`src/rtl/counter_ctrl.sv`:
```
// counter_ctrl: sequenced modulo counter with pause, stop, wrap/done reporting and config validation.
// Define COUNTER_CTRL_AUTORELOAD_EN to keep running after the final wrap instead of returning to IDLE.
module counter_ctrl #(
  parameter int WIDTH  = 3,
  parameter int RUNS_W = 4
) (
  input  logic              clk,
  input  logic              rst,
  input  logic [WIDTH-1:0]  cfg_mod,
  input  logic [RUNS_W-1:0] cfg_runs,
  input  logic              start,
  input  logic              stop,
  input  logic              pause,
  output logic [WIDTH-1:0]  count,
  output logic [RUNS_W-1:0] runs_left,
  output logic              busy,
  output logic              held,
  output logic              wrap,
  output logic              done,
  output logic              err
);
  typedef enum logic [1:0] {IDLE, RUN, HOLD} state_t;
  state_t              state_q;
  logic [WIDTH-1:0]    count_q, mod_q;
  logic [RUNS_W-1:0]   runs_left_q, runs_q;
  logic                wrap_q, done_q, err_q;
  always_ff @(posedge clk or posedge rst) begin
    if (rst) begin
      state_q     <= IDLE;
      count_q     <= '0;
      mod_q       <= '0;
      runs_left_q <= '0;
      runs_q      <= '0;
      wrap_q      <= 1'b0;
      done_q      <= 1'b0;
      err_q       <= 1'b0;
    end else begin
      wrap_q <= 1'b0;
      done_q <= 1'b0;
      err_q  <= 1'b0;
      case (state_q)
        IDLE: if (start) begin
          if (cfg_mod < WIDTH'(2) || cfg_runs == '0) err_q <= 1'b1;
          else begin
            mod_q       <= cfg_mod;
            runs_q      <= cfg_runs;
            count_q     <= '0;
            runs_left_q <= cfg_runs;
            state_q     <= RUN;
          end
        end
        RUN: if (stop) begin
          state_q     <= IDLE;
          count_q     <= '0;
          runs_left_q <= '0;
        end else if (pause) state_q <= HOLD;
        else if (count_q != mod_q - 1'b1) count_q <= count_q + 1'b1;
        else begin
          count_q <= '0;
          wrap_q  <= 1'b1;
          if (runs_left_q > RUNS_W'(1)) runs_left_q <= runs_left_q - 1'b1;
          else begin
            done_q <= 1'b1;
`ifdef COUNTER_CTRL_AUTORELOAD_EN
            runs_left_q <= runs_q;
`else
            runs_left_q <= '0;
            state_q     <= IDLE;
`endif
          end
        end
        HOLD: if (stop) begin
          state_q     <= IDLE;
          count_q     <= '0;
          runs_left_q <= '0;
        end else if (!pause) state_q <= RUN;
        default: state_q <= IDLE;
      endcase
    end
  end
  assign count     = count_q;
  assign runs_left = runs_left_q;
  assign busy      = state_q != IDLE;
  assign held      = state_q == HOLD;
  assign wrap      = wrap_q;
  assign done      = done_q;
  assign err       = err_q;
endmodule

```
`config.mk`:
```
export PLATFORM = sky130hd
export DESIGN_NAME = counter_ctrl
export DESIGN_NICKNAME = d
export VERILOG_FILES = /design/src/rtl/counter_ctrl.sv
export SDC_FILE = /design/constraint.sdc
export NUM_CORES = 1
export LEC_CHECK = 0
export ABC_AREA = 1
export BUFFER_PORTS_ARGS = -buffer_cell sky130_fd_sc_hd__buf_4
export CORE_MARGIN = 1
export CORE_UTILIZATION = 56
export CTS_BUF_LIST = sky130_fd_sc_hd__clkbuf_8 sky130_fd_sc_hd__clkbuf_16
export DETAILED_ROUTE_END_ITERATION = 8
export PLACE_DENSITY = 0.95
export SYNTH_ARGS = -nofsm -noshare
export SYNTH_HDL_FRONTEND = slang
export SYNTH_SLANG_ARGS = --single-unit
export TNS_END_PERCENT = 5
```
`constraint.sdc`:
```
create_clock -name clk -period 2.4 [get_ports clk]
set_clock_uncertainty 0.15 [all_clocks]
set_input_delay 0.48 -clock clk [delete_from_list [all_inputs] [get_ports clk]]
set_output_delay 0.48 -clock clk [all_outputs]
set_load 0.1 [all_outputs]
```
==> results.md <==
- Crit path max-delay cell type: dfrtp_1
- Comb pwr share: 66.5%
- Ant. Diodes: 0
- Cells on worst reg2reg path: 11
- Setup WS post-layout: 287 ps
- Largest net degree at the start of global routing: 16
- Critical Path Max Stage Delay: 410 ps
- Row count: 14
- Cts hold-fix bufs: 0
- Maximum capacitance violations: 0
- Initial Util: 62.4%
- CTS clk-pin slew, worst paths: 60 ps
- Vias per cell: 5.58
- Syn nets: 163
- I/O Buffers: 23
- Status: complete, but fails checks
- Post-synth top area cell: dfrtp_1
- Place WS: 522 ps
- Top post-synthesis cells by area: dfrtp_1 (38%), nand2_1 (19%), ha_1 (10%), inv_1 (9.5%), nand3_1 (7.6%)
- Layout cells sized above 1: 16.5%
- Fin crit share: 88.0%
- Worst EP arrival: 1480 ps
- DRT iter0 DRCs: 25
- Commonest cells after routing, fill and taps aside: nand2_1 (50), inv_1 (26), buf_4 (23), nand3_1 (15), dfrtp_1 (15)
- Global Route Usage Sum: 28.9%
- Die width: 43.9 µm
- Crit path max fanout: 6
- RR Startpoint: mod_q[0]$_DFFE_PP0P_
- Switching part of the total: 58.9%
- Setup crit start: state_q[0]$_DFFE_PP0P_
- Hold Crit Class: primary input to async pin
- Synth Area per Inst: 6.88 µm²
- Measured slew at the worst slew-check pin: 576 ps
- Most frequent CP cell: inv_1
- CTS tree: done
- Fin crit period: 2110 ps
- VDD IR-drop max: 1.07 mV
- Chip height: 43.9 µm
- Cells after synthesis: 143
- RSZ-0062 raised after global routing: no
- Yosys warnings: 0
- Root buffer cell: clkbuf_8
- Post-DRT Antenna Nets: 0
- Max Buffers Root-to-Sink: 2
- R2R Path End: count[0]$_DFFE_PP0P_
- Most common cell after layout, fill and taps aside: nand2_1
- Final Hold Viols: 0
- Num CTS Buffers: 3
- Grt total ovfl: 0
- Buf/Inv on CP: 3
- Vias in the first global route: 987
- Failing checks: DRC
- Total Power: 1.87 mW
- Lkg Pwr: 0.726 nW
- Worst-Skew Late Latency: 250 ps
- CORE AREA: 1580 µm²
- PwrDens: 1530 nW/µm²
- Layout filler cell count: 119
- Final setup violation count: 0
- Crit path to: busy
- Switching power: 1.10 mW
- Post-CTS setup buffer count: 0
- Seq pwr share: 22.6%
- Antenna violations before repair: 0
- Post-Syn Area: 983 µm²
- Final HPWL DP: 1840 µm
- DR DRC count: 1
- Max-slew headroom: 61.6%
- Startpoint types: flip-flop
- Clock share of power: 10.9%
- CP top delay family: buffers and inverters
- Pint: 0.768 mW
- Register area share after synthesis: 38.2%
- Top-Level Pins: 24
- Stages on worst setup path: 4
- Crit path capture type: output pin
- Hold slack: 138 ps
- CTS sink cnt: 15
- Synth Register Bits: 15
- CP required: 1770 ps
- Final #Nets: 191
- H-tree depth: 1
- Pre-antenna DRT Iters: 8
- Fmax: 473 MHz
- FF-to-FF setup slack: 420 ps
- Yosys top cell area share: 38.2%
- Total die area: 1930 µm²
- First-pass GRT wire length: 4000 µm
- Routed len/inst: 13.3 µm
- Layout area overhead: 24.2%
- GPL Wtd Cong: 0.862
- Final Max Slew Viols: 0
- Final wirelength: 2470 µm
- Setup CP Type: flip-flop to output pin
- Yosys cell types: 15
- Crit-path cells: inv_1, ha_1, inv_1, buf_4
- Via count: 1038
- Setup TNS: 0 ps
- Gates resized, CTS repair: 0
-- metal layers --
metal	GRT usage (%)	wire (µm)
met1	29.5	983
met3	5.83	150
met4	19.4	116
met2	52.5	1220
met5	0	0
-- registers in the layout (all words and copies together) (netlist names) --
signal	flops
wrap	1
done	1
state_q	2
mod_q	3
runs_left	4
err	1
count	3
-- worst register-to-register path, stage by stage, from the launching register on --
cell	delay (ps)
dfrtp_1	350
inv_1	70
ha_1	300
inv_1	50
nand2_1	60
nand2_1	60
nor2_1	190
nand2_1	120
nand2_1	220
inv_1	130
nand3_1	110
nand2_1	60
-- worst min-delay path by stage --
| stage | startpoint | end | slack [ps] | cells past startpoint |
|---|---|---|---|---|
| 6_report | rst | runs_left[2]$_DFFE_PP0P_ | 140 | 2 |
| 5_1_grt | rst | runs_left[2]$_DFFE_PP0P_ | 180 | 2 |
| 4_1_cts | rst | runs_left[2]$_DFFE_PP0P_ | 170 | 2 |
| 3_5_place_dp | state_q[0]$_DFFE_PP0P_ | state_q[0]$_DFFE_PP0P_ | 380 | 2 |
| 3_3_place_gp | state_q[1]$_DFFE_PP0P_ | state_q[1]$_DFFE_PP0P_ | 370 | 2 |
| 2_1_floorplan | rst | count[0]$_DFFE_PP0P_ | 230 | 1 |
-- kinds of logic (layout without fill, tap and decap cells) --
family,count (synthesis),count (layout),share of synthesized area [%]
simple gates,80,80,33.3
buf+inv,25,52,9.54
flops,15,15,38.2
compound gates,13,13,7.00
fa+ha+maj,8,8,10.2
xor+xnor,2,2,1.78
-- power by group through the flow --
stage / registers (mW) / clock network, mW / logic, mW
global placement: 0.417 / 0 / 1.16
global route: 0.429 / 0.216 / 1.34
finish: 0.423 / 0.203 / 1.24
CTS: 0.417 / 0.202 / 1.22
floorplan: 0.707 / 0 / 0.661
detailed placement: 0.420 / 0 / 1.21
-- stage by stage --
step	utilization (%)	instances	area, µm²
2_1_floorplan	-	143	983
3_3_place_gp	74.6	182	1180
3_5_place_dp	74.6	182	1180
4_1_cts	77.5	186	1220
5_1_grt	77.5	186	1220
6_report	77.5	186	1220
-- cells in the mapped netlist (all sizes together) --
cell type and number:
a21oi 5, dfrtp 15, ha 8, inv 25, nand2 51, nand3 15
nor2 11, nor3 1, nor4 1, o21ai 8, or2 1, xnor2 1
xor2 1
-- layout make-up --
| type | instances | area, µm² | area share [%] |
|---|---|---|---|
| well taps | 16 | 20.0 | 1.64 |
| inverters | 25 | 93.8 | 7.68 |
| repair buffers | 23 | 173 | 14.1 |
| multi-input cells | 103 | 514 | 42.1 |
| clock inverters | 1 | 3.75 | 0.307 |
| clock buffers | 3 | 41.3 | 3.38 |
| flip-flops and latches | 15 | 375 | 30.7 |
Power figures use the tool's default switching activity.
